$ cat config.mk
export PLATFORM = sky130hd
export DESIGN_NAME = hit_capture
export DESIGN_NICKNAME = d
export VERILOG_FILES = /design/src/rtl/hit_capture.sv
export SDC_FILE = /design/constraint.sdc
export NUM_CORES = 1
export LEC_CHECK = 0
export ABC_AREA = 1
export CAP_MARGIN = 5
export CORE_MARGIN = 2
export CORE_UTILIZATION = 30
export CTS_CLUSTER_DIAMETER = 30
export DETAILED_ROUTE_END_ITERATION = 10
export PLACE_DENSITY = 0.53
export REMOVE_ABC_BUFFERS = 1
export SYNTH_ARGS = -nofsm -noshare
export SYNTH_HDL_FRONTEND = slang
export SYNTH_SLANG_ARGS = --single-unit
$ cat constraint.sdc
create_clock -name clk -period 1.7 [get_ports clk]
set_clock_uncertainty 0.05 [all_clocks]
set_input_delay 0.425 -clock clk [delete_from_list [all_inputs] [get_ports clk]]
set_output_delay 0.425 -clock clk [all_outputs]
set_load 0.005 [all_outputs]
$ cat src/rtl/hit_capture.sv
// Play-mode input front end: debounces note/length/octave keys, tracks the octave,
// and turns each note-key press into one timestamped event held in a valid/ready buffer.
`ifndef NOTE_KEY_BITS
`define NOTE_KEY_BITS 7
`endif
`ifndef LENGTH_KEY_BITS
`define LENGTH_KEY_BITS 4
`endif
`ifndef CLOCK_BITS
`define CLOCK_BITS 16
`endif
`ifndef OCTAVE_BITS
`define OCTAVE_BITS 2
`endif
`ifndef NOTE_BITS
`define NOTE_BITS 3
`endif
`ifndef LENGTH_BITS
`define LENGTH_BITS 2
`endif

module hit_capture #(
   parameter int DEBOUNCE_CYCLES = 200000,
   parameter int OCT_MAX         = 2,
   parameter int OCT_DEFAULT     = 1,
   parameter int DEFAULT_LENGTH  = 2
) (
   input  logic                        clk,
   input  logic                        rst_n,
   input  logic                        en,
   input  logic [`NOTE_KEY_BITS-1:0]   note_key,
   input  logic [`LENGTH_KEY_BITS-1:0] length_key,
   input  logic                        oct_up,
   input  logic                        oct_down,
   input  logic [`CLOCK_BITS-1:0]      system_clock,
   input  logic                        hit_ready,
   output logic                        hit_valid,
   output logic [`CLOCK_BITS-1:0]      hit_clock,
   output logic [`OCTAVE_BITS-1:0]     hit_octave,
   output logic [`NOTE_BITS-1:0]       hit_note,
   output logic [`LENGTH_BITS-1:0]     hit_length,
   output logic [`OCTAVE_BITS-1:0]     octave,
   output logic                        hit_drop
);

   localparam int NK    = `NOTE_KEY_BITS;
   localparam int LK    = `LENGTH_KEY_BITS;
   localparam int RAW_W = NK + LK + 2;
   localparam int CW    = $clog2(DEBOUNCE_CYCLES);

   logic [CW-1:0]           count;
   logic                    tick;
   logic [RAW_W-1:0]        raw;
   logic [RAW_W-1:0]        sample;
   logic [RAW_W-1:0]        stable;
   logic [RAW_W-1:0]        next_stable;
   logic [RAW_W-1:0]        rise;
   logic                    ev;
   logic [`NOTE_BITS-1:0]   ev_note;
   logic [`LENGTH_BITS-1:0] ev_len;
   logic [`OCTAVE_BITS-1:0] oct_next;
   logic                    load;
   logic                    drop_next;

   assign raw  = {oct_up, oct_down, length_key, note_key};
   assign tick = (count == CW'(DEBOUNCE_CYCLES - 1));

   // A bit only moves to its raw value once two consecutive ticks agree.
   assign next_stable = (raw & ~(raw ^ sample)) | (stable & (raw ^ sample));
   assign rise        = tick ? (next_stable & ~stable) : '0;

   always_comb begin
      ev      = 1'b0;
      ev_note = '0;
      for (int i = NK - 1; i >= 0; i--) begin
         if (rise[i]) begin
            ev      = 1'b1;
            ev_note = `NOTE_BITS'(i + 1);
         end
      end
      ev_len = `LENGTH_BITS'(DEFAULT_LENGTH);
      for (int j = LK - 1; j >= 0; j--) begin
         if (next_stable[NK + j]) ev_len = `LENGTH_BITS'(j);
      end
   end

   always_comb begin
      oct_next = octave;
      if (rise[RAW_W-1] && !rise[RAW_W-2] && octave != `OCTAVE_BITS'(OCT_MAX))
         oct_next = octave + `OCTAVE_BITS'(1);
      else if (rise[RAW_W-2] && !rise[RAW_W-1] && octave != '0)
         oct_next = octave - `OCTAVE_BITS'(1);
   end

   // Valid/ready: a transfer happens on any edge where hit_valid & hit_ready; the
   // buffer may reload on that same edge, and fields never change while hit_valid
   // is held without hit_ready.
   assign load      = ev && (!hit_valid || hit_ready);
   assign drop_next = ev && hit_valid && !hit_ready;

   always_ff @(posedge clk or negedge rst_n) begin
      if (!rst_n) begin
         count      <= '0;
         sample     <= '0;
         stable     <= '0;
         octave     <= `OCTAVE_BITS'(OCT_DEFAULT);
         hit_valid  <= 1'b0;
         hit_drop   <= 1'b0;
         hit_clock  <= '0;
         hit_octave <= '0;
         hit_note   <= '0;
         hit_length <= '0;
      end else if (!en) begin
         count     <= '0;
         sample    <= raw;
         stable    <= raw;
         octave    <= `OCTAVE_BITS'(OCT_DEFAULT);
         hit_valid <= 1'b0;
         hit_drop  <= 1'b0;
      end else begin
         count    <= tick ? '0 : count + CW'(1);
         hit_drop <= drop_next;
         if (tick) begin
            sample <= raw;
            stable <= next_stable;
            octave <= oct_next;
         end
         if (load) begin
            hit_valid  <= 1'b1;
            hit_clock  <= system_clock;
            hit_octave <= octave;
            hit_note   <= ev_note;
            hit_length <= ev_len;
         end else if (hit_valid && hit_ready) begin
            hit_valid <= 1'b0;
         end
      end
   end

endmodule

* After elaboration in Yosys (flattened, before gate mapping)
Cells that the tools add are included.
Word-level totals: latch bits 0, memories 0, bits in read-only memories 0, bits of input ports 33, bits in registers 71, output and inout port bits 27, RAM bits 0
Operators by class: $add $sub $neg 3, shift operators 0, div/mod/pow operators 0, equal/unequal tests 5, reductions and logical operators 16, $mul 0, bitwise operators 7, mux-type cells 33, order comparisons 0
Operators with widths (count):
- $mux 13 | 5
- $and 13x13->13 | 3
- $mux 18 | 2
- $not 13->13 | 2
- $mux 3 | 7
- $add 18x1->18 const B | 1
- $eq 18x18->1 const B | 1
- $mux 2 | 7
- $or 13x13->13 | 1
- $xor 13x13->13 | 1
- $mux 1 | 12
- $logic_and 1x1->1 | 8
- $ne 3x1->1 const B | 2
- $logic_not 1->1 | 4
- $reduce_and 2->1 | 2
- $add 2x1->2 const B | 1
- $ne 2x1->1 const B | 1
- $ne 2x2->1 const B | 1
- $reduce_bool 2->1 | 1
- $sub 2x1->2 const B | 1
- $logic_or 1x1->1 | 1

* Longest topological paths before layout
Gate-level depths: netlist of the first run.
depth in word-level cells 16, mapped depth 12, depth with buffers taken out 11

* Worst setup path after synthesis of the first run
No wires, ideal clock.
path type register to register, from reg count[0], to reg sample[1], cell stages (with the launch flop) 8, arrival time 1.588 ns, library setup time 0.125 ns, setup slack -0.063 ns, path through dfrtp_1 -> ha_1 -> nand3_4 -> nor2_8 -> inv_4 -> o21ai_2 -> buf_4 -> mux2_2
On the way: longest elaborated chain between the ends 2
RTL lines:
- start: declaration | line 51 | logic [CW-1:0] count;
- start signal: assignment | line 121 | count <= tick ? '0 : count + CW'(1);
- $eq 18x18->1 | line 66 | assign tick = (count == CW'(DEBOUNCE_CYCLES - 1));
- $ne 2x1->1 (no line)
- end signal: assignment | line 115 | sample <= raw;
- end signal: assignment | line 124 | sample <= raw;
- end: declaration | line 54 | logic [RAW_W-1:0] sample;
Every way passes these cells. A chain may end at the register's enable or synchronous reset.

* Final worst setup path of the first run
from reg count[1], to reg hit_note[2]
On the way: longest elaborated chain between the ends 11
RTL lines:
- $eq 18x18->1 * | line 66
- $mux 13 * | line 70 | assign rise = tick ? (next_stable & ~stable) : '0;
- $mux 1 (7 in series) | line 76 | if (rise[i]) begin
- $logic_and 1x1->1 | line 98 | assign load = ev && (!hit_valid || hit_ready);
- $reduce_and 2->1 (no line)
- end signal: assignment | line 132 | hit_note <= ev_note;
- end: declaration | line 40 | output logic [`NOTE_BITS-1:0] hit_note,
Every way passes the cells marked *; elsewhere a longest branch is shown, timed or not.

==> report_table.html, run 1 <==
<table>
<tr><th>Metric</th><th>Value</th></tr>
<tr><th colspan="2">Outcome</th></tr>
<tr><td>Status</td><td>complete, but fails checks</td></tr>
<tr><td>Violated checks</td><td>negative setup slack</td></tr>
<tr><th colspan="2">Cells and area</th></tr>
<tr><td>Total inserted antenna cells</td><td>0</td></tr>
<tr><td>Area added between synthesis and finish</td><td>60.58%</td></tr>
<tr><td>Number of nets in the finished design</td><td>619</td></tr>
<tr><td>Layout Cells excl Fill</td><td>around 740</td></tr>
<tr><td>Most used cells in the layout excluding fill and tap cells</td><td>sky130_fd_sc_hd__nand2_1, sky130_fd_sc_hd__buf_4, sky130_fd_sc_hd__dfrtp_1</td></tr>
<tr><td>Most frequent standard cell in the layout excluding fill and tap cells</td><td>sky130_fd_sc_hd__nand2_1</td></tr>
<tr><td>Share of final-layout standard cells stronger than drive strength 1</td><td>0.3254</td></tr>
<tr><th colspan="2">Routing</th></tr>
<tr><td>Total detailed-routing wirelength</td><td>slightly above 9 mm</td></tr>
<tr><td>Number of iterations in the first detailed-routing pass</td><td>6</td></tr>
<tr><td>Ratio of routed vias to standard cells</td><td>4.536</td></tr>
<tr><td>DRC violations left</td><td>0</td></tr>
<tr><td>Remaining number of nets flagged by the antenna check after routing</td><td>0</td></tr>
<tr><td>Iteration-0 DRC Markers</td><td>about 140</td></tr>
<tr><td>Vias post-DR</td><td>approximately 3,300</td></tr>
<tr><td>Average wire length per cell after detail routing</td><td>roughly 13 um</td></tr>
<tr><th colspan="2">Yosys</th></tr>
<tr><td>XOR/XNOR share of the synthesized area</td><td>0.02913</td></tr>
<tr><td>Simple-gate portion of the synthesized area</td><td>0.2739</td></tr>
<tr><td>Fraction of synthesized area in multiplexers</td><td>0.006241</td></tr>
<tr><td>Number of distinct library cell variants in the gate-level netlist after synthesis</td><td>44</td></tr>
<tr><td>Proportion of synthesized chip area in sequential cells</td><td>0.4927</td></tr>
<tr><td>Post-Syn Area per Cell</td><td>8.353 sq um</td></tr>
<tr><td>Main combinational cell family by area after synthesis</td><td>simple AND/OR/NAND/NOR gates</td></tr>
<tr><td>Synthesis Warnings</td><td>0</td></tr>
<tr><td>Share of synthesized flip-flops with an asynchronous set or reset</td><td>1.000</td></tr>
<tr><td>Synthesized-area fraction occupied by ao, oa, aoi and oai cells</td><td>0.1162</td></tr>
<tr><td>Synthesized-area fraction occupied by adder cells</td><td>0.003467</td></tr>
<tr><td>Most used DFF post-synth</td><td>sky130_fd_sc_hd__dfrtp_1</td></tr>
<tr><td>Total standard cell area after synthesis</td><td>between 3000 and 4000 sq um</td></tr>
<tr><td>Post-synth EDFFs</td><td>0</td></tr>
<tr><td>Synthesized netlist cell count</td><td>432</td></tr>
<tr><td>Flops &amp; latches, synth</td><td>71</td></tr>
<tr><th colspan="2">Power and ir drop</th></tr>
<tr><td>Net Sw Power</td><td>1.066 mW</td></tr>
<tr><td>Switching power as a share of total power</td><td>0.2466</td></tr>
<tr><td>Power share of the clock group</td><td>0.456</td></tr>
<tr><td>Proportion of power drawn by combinational gates</td><td>0.122</td></tr>
<tr><td>Overall Power</td><td>~4.3 mW</td></tr>
<tr><td>Static power due to leakage</td><td>3.118 nW</td></tr>
<tr><td>Largest voltage drop on the vdd net</td><td>0.0005038 V</td></tr>
<tr><td>Total power divided by cell area</td><td>between 700 and 800 nW/um^2</td></tr>
<tr><td>Cell-internal power</td><td>3.257 mW</td></tr>
<tr><td>Relative contribution of sequential cells to total power</td><td>0.421</td></tr>
<tr><th colspan="2">Worst setup path</th></tr>
<tr><td>Source of the critical timing path</td><td>count[1]</td></tr>
<tr><td>Critical Path Source Type</td><td>flop</td></tr>
<tr><td>Crit path DAT</td><td>roughly 2 ns</td></tr>
<tr><td>Minimum setup slack among reg-to-reg paths</td><td>-0.09 ns</td></tr>
<tr><td>Setup Crit Path Kind</td><td>flop to flop</td></tr>
<tr><td>Biggest fanout along the worst timing path</td><td>7</td></tr>
<tr><td>Worst endpoint required time</td><td>between 1.5 and 2 ns</td></tr>
<tr><td>Reg-to-reg startpoint</td><td>count[1]</td></tr>
<tr><td>Worst Setup End Kind</td><td>flop</td></tr>
<tr><th colspan="2">Global routing</th></tr>
<tr><td>Aggregate global routing overflow</td><td>0</td></tr>
<tr><td>Vias in the first global route</td><td>about 3,300</td></tr>
<tr><td>Initial antenna violation count</td><td>0</td></tr>
<tr><td>Largest net degree at the start of global routing</td><td>72</td></tr>
<tr><td>Wire length of the first global-routing pass</td><td>15.26 mm</td></tr>
<tr><td>Global-route total usage across every layer</td><td>0.1482</td></tr>
<tr><th colspan="2">Clock network</th></tr>
<tr><td>Level count of the clock H-tree</td><td>3</td></tr>
<tr><td>Root buf cell</td><td>sky130_fd_sc_hd__clkbuf_16</td></tr>
<tr><td>CTS max path bufs</td><td>2</td></tr>
<tr><td>Number of clock sinks</td><td>71</td></tr>
<tr><td>Clock latency reported for the late side of the worst-skew pair</td><td>between 0.3 and 0.4 ns</td></tr>
<tr><td>Num CTS Buffers</td><td>9</td></tr>
<tr><td>CTS tree</td><td>yes</td></tr>
<tr><td>Clock transition at the registers of the reported paths</td><td>~0.060 ns</td></tr>
<tr><th colspan="2">STA</th></tr>
<tr><td>Least-Margin Pin Slew</td><td>between 0.4 and 0.5 ns</td></tr>
<tr><td>Number of hold-slack violations in the final timing report</td><td>0</td></tr>
<tr><td>Total of endpoints with negative setup slack in the final report</td><td>39</td></tr>
<tr><td>Final Max Slew Viols</td><td>0</td></tr>
<tr><td>Max-Slew Margin vs Limit</td><td>0.7215</td></tr>
<tr><td>Part of the cycle the worst path needs</td><td>1.056</td></tr>
<tr><td>PnR worst setup slack</td><td>-0.09493 ns</td></tr>
<tr><td>Achievable Freq</td><td>roughly 560 MHz</td></tr>
<tr><td>Setup repair after global routing missed its margin</td><td>yes</td></tr>
<tr><td>Post-route minimum period</td><td>between 1.5 and 2 ns</td></tr>
<tr><th colspan="2">Floorplanning</th></tr>
<tr><td>Height of the die</td><td>between 100 and 150 um</td></tr>
<tr><td>Starting density of the core</td><td>0.3042</td></tr>
<tr><td>Number of top-level design ports</td><td>60</td></tr>
<tr><td>Floorplan row count</td><td>40</td></tr>
<tr><td>Die Area</td><td>about 13,000 sq um</td></tr>
<tr><td>Chip width</td><td>approximately 110 um</td></tr>
<tr><td>Core Box Area</td><td>around 12,000 sq um</td></tr>
<tr><th colspan="2">Place</th></tr>
<tr><td>Placed Cells incl. Taps</td><td>690</td></tr>
<tr><td>Detailed-placement wirelength estimate</td><td>6.236 mm</td></tr>
<tr><td>Final estimated routing congestion in global placement</td><td>approximately 0.8</td></tr>
<tr><td>Number of port buffers</td><td>59</td></tr>
<tr><th colspan="2">Job</th></tr>
<tr><td>Max-Cap Viols</td><td>0</td></tr>
<tr><th colspan="2">Hold path</th></tr>
<tr><td>Class of the tightest hold or removal check</td><td>input pin to async pin</td></tr>
</table>
synth_stat cells (2+ instances only):
master	number	area, sq um
sky130_fd_sc_hd__nand2_2	11	68.82
sky130_fd_sc_hd__o311ai_0	2	17.52
sky130_fd_sc_hd__inv_1	42	157.7
sky130_fd_sc_hd__nor4_1	2	12.51
sky130_fd_sc_hd__nand4_1	5	31.28
sky130_fd_sc_hd__buf_4	2	15.01
sky130_fd_sc_hd__o21ai_1	7	35.03
sky130_fd_sc_hd__o21a_1	4	30.03
sky130_fd_sc_hd__nand2_1	112	420.4
sky130_fd_sc_hd__nor2_1	43	161.4
sky130_fd_sc_hd__nor2_2	3	18.77
sky130_fd_sc_hd__dfrtp_1	70	1752
sky130_fd_sc_hd__buf_2	3	15.01
sky130_fd_sc_hd__xor2_1	11	96.34
sky130_fd_sc_hd__inv_2	4	15.01
sky130_fd_sc_hd__o21ai_2	2	17.52
sky130_fd_sc_hd__o21bai_1	3	22.52
sky130_fd_sc_hd__o21ai_0	27	135.1
sky130_fd_sc_hd__mux2_2	2	22.52
sky130_fd_sc_hd__nand3_4	2	35.03
sky130_fd_sc_hd__clkbuf_1	5	18.77
sky130_fd_sc_hd__nand3_1	17	85.08
sky130_fd_sc_hd__nor2_8	2	40.04
sky130_fd_sc_hd__a21oi_1	14	70.07
sky130_fd_sc_hd__buf_6	2	22.52
sky130_fd_sc_hd__nor3_1	9	45.04
sky130_fd_sc_hd__o211ai_1	9	67.56
final timing paths:
path | end | depth (start not counted)
worst max-delay path | hit_note[2] | 10
worst max register to register | hit_note[2] | 10
worst min-delay path | count[12] | 2
worst min register to register | hit_clock[5] | 2
max in group asynchronous | count[17] | 2
min in group clk | sample[4] | 3
power groups by stage:
stage | clock (mW) | sequential [mW] | combinational (mW)
detailed placement | 0 | 1.85 | 0.459
CTS | 2.02 | 1.82 | 0.505
finish | 1.97 | 1.82 | 0.529
global route | 2.08 | 1.83 | 0.598
global placement | 0 | 1.85 | 0.445
floorplan | 0 | 1.85 | 0.202
metal layers:
layer	track usage	wire, um	up-vias
met2	0.2495	4529	41
li1	-	-	1703
met1	0.1851	4385	1590
met4	0.05285	124	0
met5	0	0	-
met3	0.03773	288	9
repair_timing:
action	4_1_cts	5_1_grt
pin swaps	4	31
resized for setup	20	95
setup endpoints to repair	50	71
buffers inserted	11	18
cloned	1	2
hold buffers	0	0
through the flow:
stage	utilization	hold WS, ns	area (sq um)	TNS, ns	setup WS [ns]
after floorplan	-	0.07941	3517	-25.58	-0.9198
after global placement	0.4063	0.4128	4820	-11.90	-0.4008
after detailed placement	0.4063	0.4142	4820	-13.18	-0.4314
after CTS	0.4461	0.08103	5291	-0.4235	-0.08627
after global routing	0.4885	0.1028	5794	-6.296	-0.1887
final	0.4885	0.03991	5794	-1.552	-0.09493
flip-flops by register name (all words and copies together) (netlist names):
register	flops
count	18
hit_clock	16
sample	13
stable	13
hit_note	3
hit_length	2
hit_octave	2
octave	2
hit_drop	1
hit_valid	1
critical path: stages (launching register included):
cell and delay [ns]:
sky130_fd_sc_hd__dfrtp_1 0.40, sky130_fd_sc_hd__ha_4 0.17, sky130_fd_sc_hd__nand3_4 0.11, sky130_fd_sc_hd__nor2_8 0.15, sky130_fd_sc_hd__buf_6 0.13, sky130_fd_sc_hd__o211ai_1 0.13
sky130_fd_sc_hd__nand2_4 0.13, sky130_fd_sc_hd__nand2_8 0.10, sky130_fd_sc_hd__buf_6 0.15, sky130_fd_sc_hd__buf_6 0.10, sky130_fd_sc_hd__a21oi_2 0.11
area by class of cell:
type                       count  area, sq um
clock inverter                 5        63.81
sequential                    71         1778
multi-input combinational    299         1787
inverter                      49        201.4
tap                          147        183.9
timing repair buffer         155         1528
clock buffer                  11        252.7
fill                        1096         6067
logic make-up (layout without fill, tap and decap cells):
family | Yosys count | count (layout)
buffers and inverters | 62 | 220
and+or+nand+nor | 213 | 213
AOI/OAI and AO/OA | 71 | 71
DFF | 71 | 71
muxes | 2 | 2
adders and majority gates | 1 | 1
xor gates and xnor gates | 12 | 12
Note: power is estimated with default switching activity, not from simulation.
==> run 2, diff against run 1 <==
--- a/config.mk
+++ b/config.mk
@@ -12,7 +12,6 @@
 export CTS_CLUSTER_DIAMETER = 30
 export DETAILED_ROUTE_END_ITERATION = 10
 export PLACE_DENSITY = 0.53
-export REMOVE_ABC_BUFFERS = 1
 export SYNTH_ARGS = -nofsm -noshare
 export SYNTH_HDL_FRONTEND = slang
 export SYNTH_SLANG_ARGS = --single-unit
==> run 2 against run 1 <==
Against the previous run:
- the run still ends with negative setup slack left
- first-iteration DRC count fell by 6.3%
- hold slack improved by 0.29 ns
- via count fell by 1.2%
- critical endpoint is now sample[2]
- highest routed layer unchanged
==> report_table.html, run 2 (same netlist as run 1, synthesis figures left out) <==
<table>
<tr><th>Metric</th><th>Value</th></tr>
<tr><th colspan="2">Power and ir drop</th></tr>
<tr><td>Total power divided by cell area</td><td>around 790 nW/um^2</td></tr>
<tr><td>Largest voltage drop on the vdd net</td><td>between 0.0005 and 0.0006 V</td></tr>
<tr><td>Static power due to leakage</td><td>just under 3 nW</td></tr>
<tr><th colspan="2">Clock network</th></tr>
<tr><td>Level count of the clock H-tree</td><td>3</td></tr>
<tr><td>CTS max path bufs</td><td>2</td></tr>
<tr><td>Root buf cell</td><td>sky130_fd_sc_hd__clkbuf_16</td></tr>
<tr><td>Clock transition at the registers of the reported paths</td><td>0.06 ns</td></tr>
<tr><td>Clock latency reported for the late side of the worst-skew pair</td><td>about 0.34 ns</td></tr>
<tr><td>Num CTS Buffers</td><td>9</td></tr>
<tr><td>Number of clock sinks</td><td>71</td></tr>
<tr><td>CTS tree</td><td>yes</td></tr>
<tr><th colspan="2">Routing</th></tr>
<tr><td>Total detailed-routing wirelength</td><td>~9.4 mm</td></tr>
<tr><td>Iteration-0 DRC Markers</td><td>around 130</td></tr>
<tr><td>Remaining number of nets flagged by the antenna check after routing</td><td>0</td></tr>
<tr><td>Vias post-DR</td><td>between 3,000 and 4,000</td></tr>
<tr><td>Average wire length per cell after detail routing</td><td>~13 um</td></tr>
<tr><td>Number of iterations in the first detailed-routing pass</td><td>4</td></tr>
<tr><td>Ratio of routed vias to standard cells</td><td>4.583</td></tr>
<tr><td>DRC violations left</td><td>0</td></tr>
<tr><th colspan="2">Worst setup path</th></tr>
<tr><td>Critical Path Source Type</td><td>flop</td></tr>
<tr><td>Worst Setup End Kind</td><td>flop</td></tr>
<tr><td>Setup Crit Path Kind</td><td>flop to flop</td></tr>
<tr><td>Worst endpoint required time</td><td>roughly 1.9 ns</td></tr>
<tr><td>Source of the critical timing path</td><td>count[1]</td></tr>
<tr><td>Crit path DAT</td><td>~1.9 ns</td></tr>
<tr><td>Reg-to-reg startpoint</td><td>count[1]</td></tr>
<tr><td>Biggest fanout along the worst timing path</td><td>5</td></tr>
<tr><td>Minimum setup slack among reg-to-reg paths</td><td>-0.03 ns</td></tr>
<tr><th colspan="2">Outcome</th></tr>
<tr><td>Status</td><td>complete, but fails checks</td></tr>
<tr><td>Violated checks</td><td>negative setup slack</td></tr>
<tr><th colspan="2">Cells and area</th></tr>
<tr><td>Number of nets in the finished design</td><td>603</td></tr>
<tr><td>Reg with most FFs</td><td>count</td></tr>
<tr><td>Share of final-layout standard cells stronger than drive strength 1</td><td>0.2613</td></tr>
<tr><td>Top Registers</td><td>count: 18 flops, hit_clock: 16 flops</td></tr>
<tr><td>Most used cells in the layout excluding fill and tap cells</td><td>sky130_fd_sc_hd__nand2_1, sky130_fd_sc_hd__dfrtp_1, sky130_fd_sc_hd__buf_4</td></tr>
<tr><td>Number of flip-flops in the largest register</td><td>18</td></tr>
<tr><td>Most frequent standard cell in the layout excluding fill and tap cells</td><td>sky130_fd_sc_hd__nand2_1</td></tr>
<tr><td>Area added between synthesis and finish</td><td>52.81%</td></tr>
<tr><td>Total inserted antenna cells</td><td>0</td></tr>
<tr><th colspan="2">Global routing</th></tr>
<tr><td>Largest net degree at the start of global routing</td><td>37</td></tr>
<tr><td>Global-route total usage across every layer</td><td>0.1485</td></tr>
<tr><td>Vias in the first global route</td><td>3,276</td></tr>
<tr><td>Aggregate global routing overflow</td><td>0</td></tr>
<tr><td>Initial antenna violation count</td><td>0</td></tr>
<tr><td>Wire length of the first global-routing pass</td><td>15.21 mm</td></tr>
<tr><th colspan="2">Floorplanning</th></tr>
<tr><td>Starting density of the core</td><td>0.3042</td></tr>
<tr><td>Chip width</td><td>about 110 um</td></tr>
<tr><td>Core Box Area</td><td>11,860 sq um</td></tr>
<tr><td>Floorplan row count</td><td>40</td></tr>
<tr><td>Height of the die</td><td>113.7 um</td></tr>
<tr><td>Number of top-level design ports</td><td>60</td></tr>
<tr><td>Die Area</td><td>between 10,000 and 15,000 sq um</td></tr>
<tr><th colspan="2">STA</th></tr>
<tr><td>Least-Margin Pin Slew</td><td>0.5104 ns</td></tr>
<tr><td>Worst-case hold slack</td><td>0.3334 ns</td></tr>
<tr><td>Achievable Freq</td><td>~580 MHz</td></tr>
<tr><td>Part of the cycle the worst path needs</td><td>1.017</td></tr>
<tr><td>Final TNS setup</td><td>-0.08474 ns</td></tr>
<tr><td>Total of endpoints with negative setup slack in the final report</td><td>3</td></tr>
<tr><td>Final Max Slew Viols</td><td>0</td></tr>
<tr><td>Post-route minimum period</td><td>about 1.7 ns</td></tr>
<tr><td>PnR worst setup slack</td><td>-0.02929 ns</td></tr>
<tr><td>Setup repair after global routing missed its margin</td><td>yes</td></tr>
<tr><td>Max-Slew Margin vs Limit</td><td>0.6584</td></tr>
<tr><td>Number of hold-slack violations in the final timing report</td><td>0</td></tr>
<tr><th colspan="2">Yosys</th></tr>
<tr><td>Syn_nets</td><td>around 470</td></tr>
<tr><th colspan="2">Hold path</th></tr>
<tr><td>Hold Path Origin</td><td>note_key[3]</td></tr>
<tr><td>Class of the tightest hold or removal check</td><td>input pin to flop</td></tr>
<tr><th colspan="2">Place</th></tr>
<tr><td>Detailed-placement wirelength estimate</td><td>between 6 and 7 mm</td></tr>
<tr><td>Number of port buffers</td><td>59</td></tr>
<tr><td>Final estimated routing congestion in global placement</td><td>approximately 0.83</td></tr>
<tr><th colspan="2">Job</th></tr>
<tr><td>Max-Cap Viols</td><td>0</td></tr>
</table>
==> run 2: changes by cell type in the layout (fill, tap and decap cells not counted), moves of 5 or more <==
cell,before,now
sky130_fd_sc_hd__o21ai_1,9,16
sky130_fd_sc_hd__buf_4,77,63
sky130_fd_sc_hd__nand2_4,13,2
sky130_fd_sc_hd__clkdlybuf4s50_1,33,38
sky130_fd_sc_hd__nand2_1,80,104
sky130_fd_sc_hd__nand2_2,31,18
sky130_fd_sc_hd__dlymetal6s2s_1,23,15
==> run 2: path summary, 6_finish.rpt <==
check / to / cells past startpoint
min reg2reg: hit_clock[6] / 2
max: sample[2] / 7
max in group asynchronous: octave[0] / 3
min: sample[3] / 3
max reg2reg: sample[2] / 7
min in group asynchronous: hit_clock[3] / 2
==> run 2: worst max-delay path: stages (launching register included) <==
cell	delay [ns]
sky130_fd_sc_hd__dfrtp_1	0.39
sky130_fd_sc_hd__ha_4	0.16
sky130_fd_sc_hd__nand3_4	0.10
sky130_fd_sc_hd__nor2_8	0.15
sky130_fd_sc_hd__inv_6	0.06
sky130_fd_sc_hd__o21ai_4	0.23
sky130_fd_sc_hd__buf_12	0.16
sky130_fd_sc_hd__mux2_4	0.29
==> run 2: report_power, final <==
part	total (mW)	internal [mW]	switching, mW
clock	2.02	1.29	0.730
combinational	0.530	0.267	0.263
sequential	1.83	1.77	0.0555
total	4.37	3.33	1.05
==> run 2: final cells by class <==
class	count	area [sq um]
Timing Repair Buffer	139	1375
Inverter	49	201.4
Clock buffer	11	232.7
Sequential cell	71	1779
Multi-Input combinational cell	299	1659
Tap cell	147	183.9
Fill cell	1127	6347
Clock inverter	5	82.58
==> run 2: metal layers <==
| layer | up-vias | part of all wire | wire length, um | global-route usage |
|---|---|---|---|---|
| li1 | 1660 | - | - | - |
| met1 | 1577 | 0.48 | 4465 | 0.1917 |
| met2 | 53 | 0.48 | 4464 | 0.2455 |
| met3 | 14 | 0.033 | 309 | 0.03666 |
| met4 | 0 | 0.014 | 132 | 0.04878 |
| met5 | - | 0 | 0 | 0 |
==> run 2: timing repair <==
item	in CTS	in global routing
endpoints found under the setup margin	44	74
endpoints found under the hold margin	12	0
gates cloned	1	3
pin swaps	4	12
hold buffers	1	0
setup buffers	9	8
gates resized for setup	20	54
==> run 2: stage by stage <==
| stage | utilization | std cells | setup WS, ns | total power [mW] | area [sq um] |
|---|---|---|---|---|---|
| 2_1_floorplan | - | 432 | 0.03996 | 2.065 | 3622 |
| 6_report | 0.4649 | 721 | -0.02929 | 4.374 | 5514 |
| 3_5_place_dp | 0.4031 | 683 | -0.3833 | 2.314 | 4781 |
| 3_3_place_gp | 0.4031 | 683 | -0.3431 | 2.297 | 4781 |
| 5_1_grt | 0.4649 | 721 | -0.1062 | 4.581 | 5514 |
| 4_1_cts | 0.4432 | 710 | -0.05568 | 4.396 | 5258 |
==> run 3, diff against run 2 <==
--- a/config.mk
+++ b/config.mk
@@ -11,6 +11,7 @@
 export CORE_UTILIZATION = 30
 export CTS_CLUSTER_DIAMETER = 30
 export DETAILED_ROUTE_END_ITERATION = 10
+export MAX_ROUTING_LAYER = met4
 export PLACE_DENSITY = 0.53
 export SYNTH_ARGS = -nofsm -noshare
 export SYNTH_HDL_FRONTEND = slang
==> run 3 against run 2 <==
Against the previous run:
- the run still ends with negative setup slack left
- sequential power barely moved
- maximum frequency about the same
- combinational power barely moved
- register-to-register slack about the same
- cell area hardly changed
- flip-flop and latch count unchanged
- critical path depth unchanged
- via count increased by 0.21%
- sequential share of layout area is essentially flat
- hold slack improved by 0.00072 ns
- critical endpoint unchanged
- largest power group unchanged
==> report_table.html, run 3 (same netlist as run 1, synthesis figures left out) <==
<table>
<tr><th>Metric</th><th>Value</th></tr>
<tr><th colspan="2">Outcome</th></tr>
<tr><td>Status</td><td>complete, but fails checks</td></tr>
<tr><td>Violated checks</td><td>negative setup slack</td></tr>
<tr><th colspan="2">Power and ir drop</th></tr>
<tr><td>Overall Power</td><td>4.372 mW</td></tr>
<tr><td>Net Sw Power</td><td>approximately 1.0 mW</td></tr>
<tr><td>Proportion of power drawn by combinational gates</td><td>0.121</td></tr>
<tr><td>Total power divided by cell area</td><td>793.6 nW/um^2</td></tr>
<tr><td>Static power due to leakage</td><td>2.851 nW</td></tr>
<tr><td>Switching power as a share of total power</td><td>0.2393</td></tr>
<tr><td>Power share of the clock group</td><td>0.461</td></tr>
<tr><td>Relative contribution of sequential cells to total power</td><td>0.418</td></tr>
<tr><td>Cell-internal power</td><td>roughly 3.3 mW</td></tr>
<tr><td>Largest voltage drop on the vdd net</td><td>0.0005226 V</td></tr>
<tr><th colspan="2">Routing</th></tr>
<tr><td>Average wire length per cell after detail routing</td><td>around 13 um</td></tr>
<tr><td>DRC violations left</td><td>0</td></tr>
<tr><td>Iteration-0 DRC Markers</td><td>120</td></tr>
<tr><td>Ratio of routed vias to standard cells</td><td>approximately 4.6</td></tr>
<tr><td>Vias post-DR</td><td>between 3,000 and 4,000</td></tr>
<tr><td>Remaining number of nets flagged by the antenna check after routing</td><td>0</td></tr>
<tr><td>Total detailed-routing wirelength</td><td>around 9.4 mm</td></tr>
<tr><td>Number of iterations in the first detailed-routing pass</td><td>4</td></tr>
<tr><th colspan="2">STA</th></tr>
<tr><td>Setup repair after global routing missed its margin</td><td>yes</td></tr>
<tr><td>PnR worst setup slack</td><td>-0.02909 ns</td></tr>
<tr><td>Least-Margin Pin Slew</td><td>around 0.48 ns</td></tr>
<tr><td>Final TNS setup</td><td>-0.08509 ns</td></tr>
<tr><td>Number of hold-slack violations in the final timing report</td><td>0</td></tr>
<tr><td>Achievable Freq</td><td>578.3 MHz</td></tr>
<tr><td>Final Max Slew Viols</td><td>0</td></tr>
<tr><td>Part of the cycle the worst path needs</td><td>1.017</td></tr>
<tr><td>Max-Slew Margin vs Limit</td><td>0.6810</td></tr>
<tr><td>Post-route minimum period</td><td>roughly 1.7 ns</td></tr>
<tr><td>Total of endpoints with negative setup slack in the final report</td><td>3</td></tr>
<tr><th colspan="2">Floorplanning</th></tr>
<tr><td>Die Area</td><td>between 10,000 and 15,000 sq um</td></tr>
<tr><td>Number of top-level design ports</td><td>60</td></tr>
<tr><td>Core Box Area</td><td>about 12,000 sq um</td></tr>
<tr><td>Chip width</td><td>between 100 and 150 um</td></tr>
<tr><td>Starting density of the core</td><td>0.3042</td></tr>
<tr><td>Height of the die</td><td>between 100 and 150 um</td></tr>
<tr><td>Floorplan row count</td><td>40</td></tr>
<tr><th colspan="2">Cells and area</th></tr>
<tr><td>Number of nets in the finished design</td><td>about 600</td></tr>
<tr><td>Final Instance Area</td><td>about 5500 sq um</td></tr>
<tr><td>Most used cells in the layout excluding fill and tap cells</td><td>sky130_fd_sc_hd__nand2_1, sky130_fd_sc_hd__dfrtp_1, sky130_fd_sc_hd__buf_4</td></tr>
<tr><td>Total inserted antenna cells</td><td>0</td></tr>
<tr><td>Area added between synthesis and finish</td><td>52.67%</td></tr>
<tr><td>Number of flip-flops in the largest register</td><td>18</td></tr>
<tr><td>Share of final-layout standard cells stronger than drive strength 1</td><td>0.2613</td></tr>
<tr><td>Most frequent standard cell in the layout excluding fill and tap cells</td><td>sky130_fd_sc_hd__nand2_1</td></tr>
<tr><td>Top Registers</td><td>count: 18 flops, hit_clock: 16 flops</td></tr>
<tr><td>Reg with most FFs</td><td>count</td></tr>
<tr><th colspan="2">Clock network</th></tr>
<tr><td>Clock latency reported for the late side of the worst-skew pair</td><td>approximately 0.34 ns</td></tr>
<tr><td>Root buf cell</td><td>sky130_fd_sc_hd__clkbuf_16</td></tr>
<tr><td>Level count of the clock H-tree</td><td>3</td></tr>
<tr><td>Number of clock sinks</td><td>just over 70</td></tr>
<tr><td>CTS tree</td><td>yes</td></tr>
<tr><td>CTS max path bufs</td><td>2</td></tr>
<tr><td>Num CTS Buffers</td><td>9</td></tr>
<tr><td>Clock transition at the registers of the reported paths</td><td>about 0.060 ns</td></tr>
<tr><th colspan="2">Worst setup path</th></tr>
<tr><td>Source of the critical timing path</td><td>count[1]</td></tr>
<tr><td>Largest delay share family, worst path</td><td>flip-flops</td></tr>
<tr><td>Highest cell delay on the worst timing path</td><td>0.39 ns</td></tr>
<tr><td>Worst Setup End Kind</td><td>flop</td></tr>
<tr><td>Cell chain of the critical path</td><td>ha_4 &gt; nand3_4 &gt; nor2_8 &gt; inv_6 &gt; o21ai_4 &gt; buf_12 &gt; mux2_4</td></tr>
<tr><td>Minimum setup slack among reg-to-reg paths</td><td>-0.03 ns</td></tr>
<tr><td>Crit path buffers/inverters</td><td>2</td></tr>
<tr><td>Worst endpoint required time</td><td>1.87 ns</td></tr>
<tr><td>Reg-to-reg startpoint</td><td>count[1]</td></tr>
<tr><td>Critical Path Source Type</td><td>flop</td></tr>
<tr><td>Biggest fanout along the worst timing path</td><td>5</td></tr>
<tr><td>Critical-path top delay cell</td><td>sky130_fd_sc_hd__dfrtp_1</td></tr>
<tr><td>Crit path DAT</td><td>~1.9 ns</td></tr>
<tr><td>Setup Crit Path Kind</td><td>flop to flop</td></tr>
<tr><th colspan="2">Global routing</th></tr>
<tr><td>Wire length of the first global-routing pass</td><td>between 15 and 20 mm</td></tr>
<tr><td>Largest net degree at the start of global routing</td><td>37</td></tr>
<tr><td>Global-route total usage across every layer</td><td>0.1530</td></tr>
<tr><td>Aggregate global routing overflow</td><td>0</td></tr>
<tr><td>Vias in the first global route</td><td>about 3,300</td></tr>
<tr><td>Initial antenna violation count</td><td>0</td></tr>
<tr><th colspan="2">Place</th></tr>
<tr><td>Standard cell area after detailed placement</td><td>about 4800 sq um</td></tr>
<tr><td>Final estimated routing congestion in global placement</td><td>approximately 0.84</td></tr>
<tr><td>Detailed-placement wirelength estimate</td><td>~6.5 mm</td></tr>
<tr><td>Number of port buffers</td><td>slightly below 60</td></tr>
<tr><th colspan="2">Hold path</th></tr>
<tr><td>Class of the tightest hold or removal check</td><td>input pin to flop</td></tr>
<tr><td>Hold Path Origin</td><td>note_key[3]</td></tr>
<tr><th colspan="2">Job</th></tr>
<tr><td>Max-Cap Viols</td><td>0</td></tr>
<tr><th colspan="2">Yosys</th></tr>
<tr><td>Syn_nets</td><td>roughly 470</td></tr>
</table>
-- run 3: final cells by class --
| class | count | area, sq um |
|---|---|---|
| Clock buffer | 11 | 232.7 |
| Clock inverter | 5 | 82.58 |
| Fill cell | 1130 | 6352 |
| Inverter | 49 | 201.4 |
| Multi-Input combinational cell | 299 | 1659 |
| Sequential cell | 71 | 1779 |
| Tap cell | 147 | 183.9 |
| Timing Repair Buffer | 139 | 1370 |
-- run 3: routing by layer --
metal,up-vias,wire length (um),track usage
met3,14,293,0.03082
met5,-,0,-
met2,53,4441,0.2455
met4,0,133,0.05610
li1,1662,-,-
met1,1582,4497,0.1928
-- run 3: worst reg2reg max path, stage by stage, from the launching register on --
cell                      delay [ns]
sky130_fd_sc_hd__dfrtp_1        0.39
sky130_fd_sc_hd__ha_4           0.16
sky130_fd_sc_hd__nand3_4        0.10
sky130_fd_sc_hd__nor2_8         0.15
sky130_fd_sc_hd__inv_6          0.06
sky130_fd_sc_hd__o21ai_4        0.23
sky130_fd_sc_hd__buf_12         0.16
sky130_fd_sc_hd__mux2_4         0.30
-- run 3: repair_timing --
item,4_1_cts,5_1_grt
hold buffers,1,0
hold endpoints to repair,12,0
gates resized for setup,20,52
buffers inserted,9,8
cloned,1,3
endpoints found under the setup margin,44,73
pin swaps,4,12
-- run 3: power by group through the flow --
stage          clock network [mW]  registers [mW]  logic (mW)
2_1_floorplan                   0            1.85       0.217
3_3_place_gp                    0            1.85       0.444
3_5_place_dp                    0            1.86       0.456
4_1_cts                      2.07            1.82       0.500
5_1_grt                      2.15            1.84       0.595
6_report                     2.01            1.83       0.531
-- run 3: metrics by stage --
step / utilization / worst slack [ns] / instances / hold WS (ns)
final: 0.4645 / -0.02909 / 721 / 0.3341
after global routing: 0.4645 / -0.1067 / 721 / 0.3750
after CTS: 0.4432 / -0.05568 / 710 / 0.4349
after detailed placement: 0.4031 / -0.3833 / 683 / 0.3223
after global placement: 0.4031 / -0.3431 / 683 / 0.3146
after floorplan: - / 0.03996 / 432 / 0.07941
-- run 3: worst paths after layout --
check,to,cells after the start
worst max-delay path,sample[2],7
worst min-delay path,sample[3],3
worst max register to register,sample[2],7
worst min register to register,hit_clock[6],2
max in group asynchronous,octave[0],3
min in group asynchronous,hit_clock[3],2
